==> src/rtl/mc_ctrl_pkg.sv <==
// Shared definitions for the multi-cycle MIPS control unit: state encoding,
// instruction field constants, datapath select encodings and ALU op codes.
package mc_ctrl_pkg;

  typedef enum logic [2:0] {
    S_IF   = 3'd0,
    S_ID   = 3'd1,
    S_EX   = 3'd2,
    S_MEM  = 3'd3,
    S_WB   = 3'd4,
    S_HALT = 3'd5
  } state_t;

  // Opcodes (IR[31:26])
  localparam logic [5:0] OP_RTYPE = 6'b000000;
  localparam logic [5:0] OP_J     = 6'b000010;
  localparam logic [5:0] OP_JAL   = 6'b000011;
  localparam logic [5:0] OP_BEQ   = 6'b000100;
  localparam logic [5:0] OP_ADDIU = 6'b001001;
  localparam logic [5:0] OP_ORI   = 6'b001101;
  localparam logic [5:0] OP_LUI   = 6'b001111;
  localparam logic [5:0] OP_LW    = 6'b100011;
  localparam logic [5:0] OP_SW    = 6'b101011;

  // R-type function codes (IR[5:0])
  localparam logic [5:0] FN_SLL  = 6'b000000;
  localparam logic [5:0] FN_JR   = 6'b001000;
  localparam logic [5:0] FN_ADDU = 6'b100001;
  localparam logic [5:0] FN_SUBU = 6'b100011;
  localparam logic [5:0] FN_AND  = 6'b100100;
  localparam logic [5:0] FN_OR   = 6'b100101;
  localparam logic [5:0] FN_SLT  = 6'b101010;

  // pc_sel
  localparam logic [1:0] PC_PLUS4  = 2'b00;
  localparam logic [1:0] PC_BRANCH = 2'b01;
  localparam logic [1:0] PC_JUMP   = 2'b10;
  localparam logic [1:0] PC_RS     = 2'b11;

  // reg_dst_sel
  localparam logic [1:0] DST_RT = 2'b00;
  localparam logic [1:0] DST_RD = 2'b01;
  localparam logic [1:0] DST_RA = 2'b10;

  // wdata_sel
  localparam logic [1:0] WD_ALU = 2'b00;
  localparam logic [1:0] WD_MEM = 2'b01;
  localparam logic [1:0] WD_PC4 = 2'b10;
  localparam logic [1:0] WD_LUI = 2'b11;

  // alu_b_sel
  localparam logic [1:0] B_RT   = 2'b00;
  localparam logic [1:0] B_SIMM = 2'b01;
  localparam logic [1:0] B_ZIMM = 2'b10;
  localparam logic [1:0] B_FOUR = 2'b11;

  // ALU operation codes (sized to alu_op width at the use site)
  localparam int ALU_ADD = 0;
  localparam int ALU_SUB = 1;
  localparam int ALU_AND = 2;
  localparam int ALU_OR  = 3;
  localparam int ALU_SLT = 4;
  localparam int ALU_SLL = 5;

endpackage

==> src/rtl/mc_alu_dec.sv <==
// Combinational instruction decoder: maps opcode/funct to the ALU operation
// used in the execute step and flags whether the instruction is supported.
module mc_alu_dec
  import mc_ctrl_pkg::*;
#(
  parameter int ALU_OP_W = 4
) (
  input  logic [5:0]          opcode,
  input  logic [5:0]          funct,
  output logic [ALU_OP_W-1:0] alu_op,
  output logic                legal
);

  // Decode ALU operation and legality; unknown encodings are illegal.
  always_comb begin
    alu_op = ALU_OP_W'(ALU_ADD);
    legal  = 1'b0;
    case (opcode)
      OP_RTYPE: begin
        case (funct)
          FN_ADDU: begin alu_op = ALU_OP_W'(ALU_ADD); legal = 1'b1; end
          FN_SUBU: begin alu_op = ALU_OP_W'(ALU_SUB); legal = 1'b1; end
          FN_AND:  begin alu_op = ALU_OP_W'(ALU_AND); legal = 1'b1; end
          FN_OR:   begin alu_op = ALU_OP_W'(ALU_OR);  legal = 1'b1; end
          FN_SLT:  begin alu_op = ALU_OP_W'(ALU_SLT); legal = 1'b1; end
          FN_SLL:  begin alu_op = ALU_OP_W'(ALU_SLL); legal = 1'b1; end
          FN_JR:   legal = 1'b1;
          default: legal = 1'b0;
        endcase
      end
      OP_BEQ:                   begin alu_op = ALU_OP_W'(ALU_SUB); legal = 1'b1; end
      OP_ORI:                   begin alu_op = ALU_OP_W'(ALU_OR);  legal = 1'b1; end
      OP_ADDIU, OP_LW, OP_SW:   legal = 1'b1;
      OP_LUI, OP_J, OP_JAL:     legal = 1'b1;
      default:                  legal = 1'b0;
    endcase
  end

endmodule

==> src/rtl/mc_ctrl_fsm.sv <==
// Multi-cycle MIPS control unit. Steps the datapath through fetch, decode,
// execute, memory and writeback; selects are Moore (state/IR), enables that
// wait on memory or the zero flag are Mealy.
// Optional build macro MC_CTRL_PERF_EN adds cycle_cnt/instr_cnt counters.
//
// Handshake: in S_IF and S_MEM the request (mem_re or mem_we) is held high
// every cycle until mem_ready is seen high in the same cycle; that cycle
// completes the access and the FSM advances. mem_ready is ignored elsewhere.
module mc_ctrl_fsm
  import mc_ctrl_pkg::*;
#(
  parameter int ALU_OP_W     = 4,
  parameter bit ILLEGAL_HALT = 1'b1
) (
  input  logic                clk,
  input  logic                rst_n,
  input  logic [5:0]          opcode,
  input  logic [5:0]          funct,
  input  logic                zero,
  input  logic                mem_ready,
  output logic                pc_we,
  output logic                ir_we,
  output logic                reg_we,
  output logic                mem_re,
  output logic                mem_we,
  output logic [1:0]          pc_sel,
  output logic [1:0]          reg_dst_sel,
  output logic [1:0]          wdata_sel,
  output logic [1:0]          alu_b_sel,
  output logic [ALU_OP_W-1:0] alu_op,
  output logic                halted,
  output logic [2:0]          dbg_state
`ifdef MC_CTRL_PERF_EN
  ,
  output logic [31:0]         cycle_cnt,
  output logic [31:0]         instr_cnt
`endif
);

  state_t                r_state;
  state_t                w_next;
  logic [ALU_OP_W-1:0]   w_alu_op;
  logic                  w_legal;
  logic                  w_is_jr;

  mc_alu_dec #(.ALU_OP_W(ALU_OP_W)) u_alu_dec (
    .opcode (opcode),
    .funct  (funct),
    .alu_op (w_alu_op),
    .legal  (w_legal)
  );

  assign w_is_jr   = (opcode == OP_RTYPE) && (funct == FN_JR);
  assign dbg_state = r_state;

  // State register; synchronous reset returns to fetch.
  always_ff @(posedge clk) begin
    if (!rst_n) r_state <= S_IF;
    else        r_state <= w_next;
  end

  // Next state and all control outputs; reset forces every output idle.
  always_comb begin
    w_next      = r_state;
    pc_we       = 1'b0;
    ir_we       = 1'b0;
    reg_we      = 1'b0;
    mem_re      = 1'b0;
    mem_we      = 1'b0;
    pc_sel      = PC_PLUS4;
    reg_dst_sel = DST_RT;
    wdata_sel   = WD_ALU;
    alu_b_sel   = B_RT;
    alu_op      = ALU_OP_W'(ALU_ADD);
    halted      = 1'b0;

    case (r_state)
      S_IF: begin
        mem_re    = 1'b1;
        alu_b_sel = B_FOUR;
        pc_sel    = PC_PLUS4;
        if (mem_ready) begin
          ir_we  = 1'b1;
          pc_we  = 1'b1;
          w_next = S_ID;
        end
      end

      S_ID: begin
        if (!w_legal) begin
          w_next = ILLEGAL_HALT ? S_HALT : S_IF;
        end else if (opcode == OP_J) begin
          pc_sel = PC_JUMP;
          pc_we  = 1'b1;
          w_next = S_IF;
        end else if (opcode == OP_JAL) begin
          pc_sel      = PC_JUMP;
          pc_we       = 1'b1;
          reg_we      = 1'b1;
          reg_dst_sel = DST_RA;
          wdata_sel   = WD_PC4;
          w_next      = S_IF;
        end else if (w_is_jr) begin
          pc_sel = PC_RS;
          pc_we  = 1'b1;
          w_next = S_IF;
        end else begin
          w_next = S_EX;
        end
      end

      S_EX: begin
        alu_op = w_alu_op;
        case (opcode)
          OP_BEQ: begin
            alu_b_sel = B_RT;
            pc_sel    = PC_BRANCH;
            pc_we     = zero;
            w_next    = S_IF;
          end
          OP_LW, OP_SW: begin
            alu_b_sel = B_SIMM;
            w_next    = S_MEM;
          end
          OP_ADDIU: begin
            alu_b_sel = B_SIMM;
            w_next    = S_WB;
          end
          OP_ORI: begin
            alu_b_sel = B_ZIMM;
            w_next    = S_WB;
          end
          OP_LUI:  w_next = S_WB;
          default: begin
            alu_b_sel = B_RT;
            w_next    = S_WB;
          end
        endcase
      end

      S_MEM: begin
        if (opcode == OP_LW) mem_re = 1'b1;
        else                 mem_we = 1'b1;
        if (mem_ready) w_next = (opcode == OP_LW) ? S_WB : S_IF;
      end

      S_WB: begin
        reg_we = 1'b1;
        case (opcode)
          OP_RTYPE: reg_dst_sel = DST_RD;
          OP_LUI:   wdata_sel   = WD_LUI;
          OP_LW:    wdata_sel   = WD_MEM;
          default:  wdata_sel   = WD_ALU;
        endcase
        w_next = S_IF;
      end

      S_HALT: halted = 1'b1;

      default: w_next = S_IF;
    endcase

    if (!rst_n) begin
      pc_we       = 1'b0;
      ir_we       = 1'b0;
      reg_we      = 1'b0;
      mem_re      = 1'b0;
      mem_we      = 1'b0;
      pc_sel      = PC_PLUS4;
      reg_dst_sel = DST_RT;
      wdata_sel   = WD_ALU;
      alu_b_sel   = B_RT;
      alu_op      = ALU_OP_W'(ALU_ADD);
      halted      = 1'b0;
    end
  end

`ifdef MC_CTRL_PERF_EN
  logic [31:0] r_cycle_cnt;
  logic [31:0] r_instr_cnt;

  // Cycle counter: every running cycle outside reset and halt.
  always_ff @(posedge clk) begin
    if (!rst_n)                 r_cycle_cnt <= '0;
    else if (r_state != S_HALT) r_cycle_cnt <= r_cycle_cnt + 32'd1;
  end

  // Instruction counter: each return to fetch from a completing state.
  always_ff @(posedge clk) begin
    if (!rst_n)                                r_instr_cnt <= '0;
    else if (r_state != S_IF && w_next == S_IF) r_instr_cnt <= r_instr_cnt + 32'd1;
  end

  assign cycle_cnt = r_cycle_cnt;
  assign instr_cnt = r_instr_cnt;
`endif

endmodule
==> config.mk <==
export PLATFORM = sky130hd
export DESIGN_NAME = mc_ctrl_fsm
export DESIGN_NICKNAME = d
export VERILOG_FILES = /design/src/rtl/mc_ctrl_pkg.sv /design/src/rtl/mc_alu_dec.sv /design/src/rtl/mc_ctrl_fsm.sv
export SDC_FILE = /design/constraint.sdc
export NUM_CORES = 1
export LEC_CHECK = 0
export CORE_ASPECT_RATIO = 1.1
export CORE_UTILIZATION = 25
export DETAILED_ROUTE_END_ITERATION = 7
export GPL_TIMING_DRIVEN = 0
export PLACE_DENSITY = 0.56
export SETUP_SLACK_MARGIN = 0.4
export SYNTH_ARGS = -nofsm -noshare
export SYNTH_HDL_FRONTEND = slang
export SYNTH_SLANG_ARGS = --single-unit
==> constraint.sdc <==
create_clock -name clk -period 4.8 [get_ports clk]
set_clock_uncertainty 0.1 [all_clocks]
set_input_delay 0.72 -clock clk [delete_from_list [all_inputs] [get_ports clk]]
set_output_delay 0.72 -clock clk [all_outputs]
set_load 0.02 [all_outputs]
==> results of run 1 <==
cells in the final DEF, fill, tap and decap left out, types with 2 or more instances in the layout:
master / n
a31oi_1: 5
nor3b_2: 2
nor2_1: 12
clkdlybuf4s50_1: 33
nand2_1: 7
a21oi_1: 7
or3_1: 2
o21ai_0: 4
dfxtp_1: 3
clkbuf_4: 3
nor3_1: 6
nand2b_1: 4
nor2b_1: 5
a211oi_1: 2
nand3_1: 5
nor4_1: 2
clkbuf_1: 5
and3_1: 4
o21ai_1: 3
o22ai_1: 3
nand3b_1: 3
a311oi_1: 2
nor3b_1: 2
worst paths after layout:
| check | end | slack (ps) | cells past startpoint |
|---|---|---|---|
| max | reg_we | 840 | 7 |
| min | dbg_state[0] | 620 | 3 |
| max reg2reg | dbg_state[1] | 3130 | 6 |
| min reg2reg | dbg_state[0] | 620 | 3 |
worst register-to-register path, delay by kind of cell (launching register included):
kind / cells / cell delay (ps)
flip-flops: 1 / 300
buffers and inverters: 1 / 180
AO/OA/AOI/OAI: 2 / 360
AND/OR/NAND/NOR: 3 / 660
per-stage QoR:
step	utilization [%]	hold slack (ps)	setup slack, ps
2_1_floorplan	-	610.8	1783
3_3_place_gp	39.55	603.2	849.0
3_5_place_dp	39.55	620.8	842.8
4_1_cts	40.50	631.8	844.1
5_1_grt	40.50	655.4	715.4
6_report	40.50	620.6	836.4
cells in the mapped netlist:
cell type and n:
a311oi_1 2, and4bb_2 1, nor2b_1 5, nand3_1 5, o22ai_1 3, and3_2 1
nor3b_1 2, a31oi_1 5, o22a_2 1, buf_4 1, nand2b_1 4, o21ai_1 3
clkbuf_1 4, nor2_2 1, nor4_1 2, and4b_1 1, a21oi_1 7, mux2i_1 1
or2_4 1, or3b_1 1, nand2_1 7, and3_1 4, nor3_4 1, nand4_1 1
conb_1 1, buf_6 1, nor3b_2 2, o21ba_2 1, inv_1 1, a211oi_1 2
o21ai_0 4, nor4b_1 1, nand3b_1 3, a21o_1 1, nand3b_2 1, nor3_1 6
or3_1 2, xor2_1 1, nand4b_1 1, or2_2 1, nor2_1 12, o32a_1 1
dfxtp_1 3
kinds of logic (layout without fill, tap and decap cells):
kind of cell           Yosys count  in the layout
other                            1              1
AO/OA/AOI/OAI                   30             30
AND/OR/NAND/NOR                 66             66
buffers and inverters            7             44
XOR/XNOR                         1              1
multiplexers                     1              1
flip-flops                       3              3
layer usage:
| metal | global-route usage (%) | vias up |
|---|---|---|
| met5 | 0 | - |
| met4 | 4.511 | 0 |
| met3 | 1.575 | 2 |
| met2 | 28.39 | 29 |
| met1 | 19.38 | 443 |
| li1 | - | 486 |
power breakdown:
part	switching (W)	internal, W	leakage (nW)
clock network	0.0000133	0.0000312	0.0150
registers	0.00000226	0.0000270	0.0246
logic	0.0000432	0.0000394	0.323
layout make-up:
class	instances	area, µm²	share of cell area, %
clock buffer	4	26.28	2.357
multi-input combinational	99	619.3	55.56
buffer	6	33.78	3.030
sequential	3	60.06	5.387
tap	33	41.29	3.704
inverter	1	3.754	0.3367
timing repair buffer	33	330.3	29.63
==> flow_summary.yaml, run 1 <==
layout:
  num_antenna_cells: 0
  finalNetCount: 163
  syn2layout_area_growth_pct: 55.50
  fin_cells: 179
  drive_above_1_share_pct: 10.96
  nFillCells: 305
  final_cell_area_um2: 1115
  largest_reg_flops: 3
pwr:
  p_leak_nw: 0.3625
  pwr_density_cell_nw_per_um2: 140.1
  total_power_w: 0.0001562
  ir_drop_uv: 86.29
routing:
  drtPass1Iterations: 4
  ant_nets: 0
  wire_per_inst_um: 13.06
  drc_errors: 0
  met2_wirelength_um: 1178
  drt_iter0_markers: 7
  drt_wl_total_um: 2338
  drt-met1-wl_um: 1052
  routed.top_layer: "met4"
  viasPerCell: 5.363
  dr_wl_met3_um: 102
  num_vias: 960
clock_network:
  numClockSinks: 3
  clk_latency_ps: 230
  root_buffer: "clkbuf_4"
  path_clk_slew_ps: 40
  cts_resized: 0
  cts-hold-fix-buffers: 0
  cts_tree: "built"
  clk_path_buf_depth: 2
  cts_setup_buffers: 0
  cts_inserted_buffers: 3
  htreeDepth: 1
setup_path:
  crit_type: "in -> out"
  r2r-start: "dbg_state[2]"
  setup.worst_path.start_class: "input pin"
  critPathSlowestCell: "clkdlybuf4s50_1"
  crit_required_ps: 3980
  path_cells: "clkdlybuf4s50_1 > nor3_4 > nand3b_2 > or2_4 > o32a_1 > o21ai_1 > clkdlybuf4s50_1"
  cp-end-kind: "output pin"
  critical_path_arrival_ps: 3140
  worstPathMaxFanout: 6
  cp_common_cell: "clkdlybuf4s50_1"
  worst-path-buf-inv: 2
  slowest_delay_ps: 630
  crit_family: "buffers and inverters"
  critical_path.startpoint: "opcode[4]"
job:
  drv_cap: 0
synthesis:
  synthMuxAreaShare_pct: 1.396
  yosysWarnings: 0
  synth.largest_area_cell: "dfxtp_1"
  syn_area_um2: 716.9
  synth_seq_cells: 3
  yosysSeqAreaShare_pct: 8.377
  synth_cell_types: 43
  synth_top_area_share_pct: 8.377
  synthXorXnorAreaFrac_pct: 1.222
  avgSynthCellArea_um2: 6.577
  yosys.area_share.simple_pct: 56.72
  netlist_instances: 109
  synth_fa_ha_area_share_pct: 0
  synth_compound_area_share_pct: 26.53
  syn_nets: 125
  synthTopCellsByArea: "dfxtp_1, nor2_1, a21oi_1, a31oi_1, nor2b_1"
  synth_top_family_by_area: "simple AND/OR/NAND/NOR gates"
die:
  die_w_um: 53.06
  num_io_pins: 37
  die_area_um2: 3086
  rows: 20
  initial_core_util_pct: 26.05
  die_height_um: 58.17
  core_region_area_um2: 2753
placed_design:
  gp_congestion: 0.8385
  post-dp-hpwl_um: 1872
  io_buffers: 33
  postPlaceCellArea_um2: 1089
  dp_cells: 175
timing:
  fmax_mhz: 252.3
  setup_viol: 0
  fin_crit_sh_pct: 82.57
  drv_slew: 0
  hold_viol: 0
  tns_ps: 0
  rsz0062_at_grt: "no"
  min_period_ps: 3964
global_route:
  grt_usage_pct: 15.79
  grt_pass1_wl_um: 3712
  grt_max_degree: 11
  grt_pass1_vias: 847
  grt_antenna_before_repair: 0
  overflow: 0
outcome:
  status: "complete, no violations"
hold_path:
  hp-class: "reg -> reg"
  min_from: "dbg_state[2]"
Note: power is estimated with default switching activity, not from simulation.
==> run 2: changes to the inputs <==
==> constraint.sdc (replaced) <==
create_clock -name clk -period 3.73 [get_ports clk]
set_clock_uncertainty 0.1 [all_clocks]
set_input_delay 0.5595 -clock clk [delete_from_list [all_inputs] [get_ports clk]]
set_output_delay 0.5595 -clock clk [all_outputs]
set_load 0.02 [all_outputs]
==> flow_summary.yaml, run 2 (same netlist as run 1, synthesis figures left out) <==
setup_path:
  rrSetupSlack_ps: 2060
  setup.worst_path.start_class: "input pin"
  path_cells: "clkdlybuf4s50_1 > nor3_4 > nand3b_2 > or2_4 > o32a_1 > o21ai_1 > clkdlybuf4s15_1"
  r2r-start: "dbg_state[2]"
  critical_path_arrival_ps: 2650
  cp-end-kind: "output pin"
  crit_type: "in -> out"
  worst-path-buf-inv: 2
  crit_required_ps: 3070
  worstPathMaxFanout: 6
  slowest_delay_ps: 530
  critPathSlowestCell: "clkdlybuf4s50_1"
  critical_path.startpoint: "opcode[4]"
  rr_endpoint: "dbg_state[1]"
  crit_family: "buffers and inverters"
  cp_num_cells: 7
  rr_worst_depth: 6
  crit_end: "reg_we"
routing:
  drtPass1Iterations: 4
  drt_iter0_markers: 9
  viasPerCell: 5.368
  wire_per_inst_um: 12.87
  drt_wl_total_um: 2343
  num_vias: 977
  ant_nets: 0
  drc_errors: 0
pwr:
  pwr_density_cell_nw_per_um2: 176.3
  ir_drop_uv: 119.4
  p_leak_nw: 0.4252
layout:
  fin_cells: 182
  layout_common_cells: "clkdlybuf4s50_1, nor2_1, nand2_1, a21oi_1, nor3_1"
  num_antenna_cells: 0
  syn2layout_area_growth_pct: 58.81
  layout_commonest_cell: "clkdlybuf4s50_1"
  drive_above_1_share_pct: 16.11
  largest_reg_flops: 3
  finalNetCount: 166
global_route:
  grt_antenna_before_repair: 0
  grt_pass1_vias: 847
  grt_pass1_wl_um: 3719
  grt_usage_pct: 15.84
  overflow: 0
  grt_max_degree: 11
timing:
  setup_viol: 0
  hold_viol: 0
  fin_crit_sh_pct: 88.80
  tns_ps: 0
  min_period_ps: 3312
  drv_slew: 0
  fmax_mhz: 301.9
  rsz0062_at_grt: "yes"
placed_design:
  io_buffers: 33
  gp_congestion: 0.8385
  dp_cells: 175
  post-dp-hpwl_um: 1872
die:
  core_region_area_um2: 2753
  rows: 20
  initial_core_util_pct: 26.05
  die_area_um2: 3086
  die_w_um: 53.06
  die_height_um: 58.17
  num_io_pins: 37
clock_network:
  cts_tree: "built"
  root_buffer: "clkbuf_4"
  clk_latency_ps: 230
  cts_inserted_buffers: 3
  htreeDepth: 1
  numClockSinks: 3
  path_clk_slew_ps: 30
  clk_path_buf_depth: 2
  cts-hold-fix-buffers: 0
job:
  drv_cap: 0
outcome:
  status: "complete, no violations"
hold_path:
  hp-class: "in -> reg"
==> run 2: final cells by class <==
type / count / area [µm²]
sequential: 3 / 60.06
buffer: 6 / 33.78
clock buffer: 4 / 26.28
inverter: 1 / 3.754
timing repair buffer: 36 / 337.8
tap: 33 / 41.29
fill: 303 / 1614
multi-input combinational: 99 / 635.6
==> run 2: routing by layer <==
| metal | GRT usage [%] | vias up | share of wire [%] |
|---|---|---|---|
| met5 | 0 | - | 0 |
| met4 | 4.511 | 0 | 0.85 |
| met3 | 1.575 | 4 | 4.7 |
| met2 | 28.39 | 30 | 50 |
| met1 | 19.53 | 447 | 45 |
| li1 | - | 496 | - |
==> run 2: worst min-delay path by stage <==
stage,to,start,depth (start not counted)
after global routing,dbg_state[1],opcode[1],4
after global placement,dbg_state[2],dbg_state[0],2
final,dbg_state[1],opcode[1],4
after detailed placement,dbg_state[2],dbg_state[0],2
after CTS,dbg_state[1],opcode[1],4
after floorplan,dbg_state[1],rst_n,2
==> run 2: per-stage QoR <==
step                utilization [%]  cell area [µm²]  hold slack, ps  setup WS (ps)  total power [W]
global placement              39.55             1089           603.2          100.0        0.0001430
floorplan                         -            716.9           596.9           1034       0.00009606
CTS                           41.09             1131           598.4          363.6        0.0002026
global route                  41.36             1139           641.1          318.7        0.0002163
detailed placement            39.55             1089           620.8          93.83        0.0001439
finish                        41.36             1139           596.3          417.6        0.0002007
==> run 2: worst min-delay path, delay by kind of cell <==
kind,cells,cell delay [ps]
AO/OA/AOI/OAI,1,60
buffers and inverters,1,110
AND/OR/NAND/NOR,2,150
==> run 2: timing repair <==
action,4_1_cts,5_1_grt
setup endpoints to repair,10,12
pin swaps,1,1
setup buffers,2,1
gates resized for setup,12,10
==> run 2: power breakdown <==
group | internal (W) | switching (W)
combinational | 0.0000503 | 0.0000566
sequential | 0.0000347 | 0.00000301
clock | 0.0000400 | 0.0000160
==> run 3: changes to the inputs <==
--- a/config.mk
+++ b/config.mk
@@ -6,10 +6,10 @@
 export NUM_CORES = 1
 export LEC_CHECK = 0
 export CORE_ASPECT_RATIO = 1.1
-export CORE_UTILIZATION = 25
+export CORE_UTILIZATION = 39
 export DETAILED_ROUTE_END_ITERATION = 7
 export GPL_TIMING_DRIVEN = 0
-export PLACE_DENSITY = 0.56
+export PLACE_DENSITY = 0.8
 export SETUP_SLACK_MARGIN = 0.4
 export SYNTH_ARGS = -nofsm -noshare
 export SYNTH_HDL_FRONTEND = slang
==> flow_summary.yaml, run 3 (same netlist as run 1, synthesis figures left out) <==
placed_design:
  gp_congestion: 0.8664
  post-dp-hpwl_um: 1702
  io_buffers: 33
  dp_cells: 159
routing:
  routed.top_layer: "met4"
  drt_wl_total_um: 2306
  met2_wirelength_um: 1138
  ant_nets: 0
  drc_errors: 0
  wire_per_inst_um: 13.81
  viasPerCell: 6.072
  drt_iter0_markers: 22
  num_vias: 1014
  drt-met1-wl_um: 978
  drtPass1Iterations: 4
  dr_wl_met3_um: 159
hold_path:
  holdPathStages: 4
  min_from: "opcode[1]"
  hp-class: "in -> reg"
  hold_end: "dbg_state[1]"
timing:
  hold_viol: 0
  min_period_ps: 3211
  drv_slew: 0
  tns_ps: 0
  setup_viol: 0
  fmax_mhz: 311.4
  rsz0062_at_grt: "no"
  fin_crit_sh_pct: 86.10
clock_network:
  clk_path_buf_depth: 2
  cts_inserted_buffers: 3
  cts_tree: "built"
  path_clk_slew_ps: 30
  numClockSinks: 3
  cts-hold-fix-buffers: 0
  clk_latency_ps: 240
  htreeDepth: 1
  root_buffer: "clkbuf_4"
setup_path:
  rr_endpoint: "dbg_state[1]"
  critical_path_arrival_ps: 2550
  rr_worst_depth: 6
  crit_required_ps: 3070
  setup.worst_path.start_class: "input pin"
  cp-end-kind: "output pin"
  worstPathMaxFanout: 6
  crit_type: "in -> out"
  rrSetupSlack_ps: 2060
  r2r-start: "dbg_state[2]"
die:
  die_w_um: 42.88
  rows: 15
  initial_core_util_pct: 43.41
  core_region_area_um2: 1652
  num_io_pins: 37
  die_area_um2: 2014
  die_height_um: 46.97
layout:
  final_util_pct: 68.64
  finalNetCount: 167
  nFillCells: 153
  num_antenna_cells: 0
  largest_reg_flops: 3
  layout_commonest_cell: "clkdlybuf4s50_1"
  syn2layout_area_growth_pct: 58.12
  drive_above_1_share_pct: 15.33
  fin_cells: 167
  layout_common_cells: "clkdlybuf4s50_1, nor2_1, nand2_1, a21oi_1, dlygate4sd2_1"
pwr:
  pwr-share-comb_pct: 52.7
  swShare_pct: 38.85
  ir_drop_uv: 128.6
  p_switching_w: 0.00007955
  seqPwrFrac_pct: 18.4
  clockPowerShare_pct: 28.9
  pwr_density_cell_nw_per_um2: 180.6
  p_leak_nw: 0.4717
  intPower_w: 0.0001252
  total_power_w: 0.0002048
job:
  drv_cap: 0
global_route:
  grt_max_degree: 11
  grt_pass1_wl_um: 3788
  grt_antenna_before_repair: 0
  overflow: 0
  grt_pass1_vias: 907
  grt_usage_pct: 24.45
outcome:
  status: "complete, no violations"
[run 3: changes by cell type in the layout (fill, tap and decap cells not counted), sizes merged]
cell           previous run  this run
buf                       5         6
dlymetal6s2s              2         5
dlygate4sd2               4         7
clkdlybuf4s50            23        20
clkdlybuf4s15             1         0
clkbuf                   11         9
[run 3: per-stage QoR]
| step | setup slack, ps | cell area [µm²] | hold slack, ps |
|---|---|---|---|
| after floorplan | 1034 | 716.9 | 596.9 |
| after global placement | 113.7 | 1069 | 584.8 |
| after detailed placement | 109.1 | 1069 | 593.5 |
| after CTS | 347.3 | 1122 | 579.1 |
| after global routing | 412.4 | 1134 | 629.1 |
| final | 518.5 | 1134 | 579.8 |
[run 3: worst max path at each step]
stage	startpoint	to	slack, ps	cells past startpoint
floorplan	opcode[3]	pc_sel[1]	1030	6
finish	funct[3]	wdata_sel[1]	520	7
detailed placement	opcode[4]	wdata_sel[1]	110	7
global placement	opcode[4]	wdata_sel[1]	110	7
global route	rst_n	alu_op[2]	410	7
CTS	opcode[4]	alu_b_sel[1]	350	7
[run 3: power groups by stage]
stage / logic (W) / registers (W) / clock network [W]
finish: 0.000108 / 0.0000378 / 0.0000591
global route: 0.000117 / 0.0000379 / 0.0000666
CTS: 0.000107 / 0.0000377 / 0.0000608
detailed placement: 0.000106 / 0.0000381 / 0
global placement: 0.000104 / 0.0000379 / 0
floorplan: 0.0000556 / 0.0000405 / 0
[run 3: final cells by class]
| type | instances | area [µm²] | area share [%] |
|---|---|---|---|
| clock buffer | 4 | 26.28 | 2.318 |
| buffer | 6 | 33.78 | 2.980 |
| tap | 17 | 21.27 | 1.876 |
| timing repair buffer | 37 | 359.1 | 31.68 |
| inverter | 1 | 3.754 | 0.3311 |
| multi-input combinational | 99 | 629.4 | 55.52 |
| sequential | 3 | 60.06 | 5.298 |
[run 3: timing repair]
action / in CTS / in global routing
endpoints found under the setup margin: 9 / 9
gates resized for setup: 10 / 9
pin swaps: 2 / 0
hold endpoints to repair: 0 / 0
buffers inserted: 4 / 0
[run 3: worst max-delay path: stages]
cell             delay [ps]
clkdlybuf4s50_1         490
nand2b_1                210
nor3b_1                 300
a21oi_1                 120
o32a_1                  350
o21ai_1                 170
dlygate4sd2_1           350
[run 3: routing by layer]
metal  up-vias  track usage (%)
met5         -                0
met4         0            8.750
met3         4            5.000
met2        46            43.03
met1       466            29.98
li1        498                -
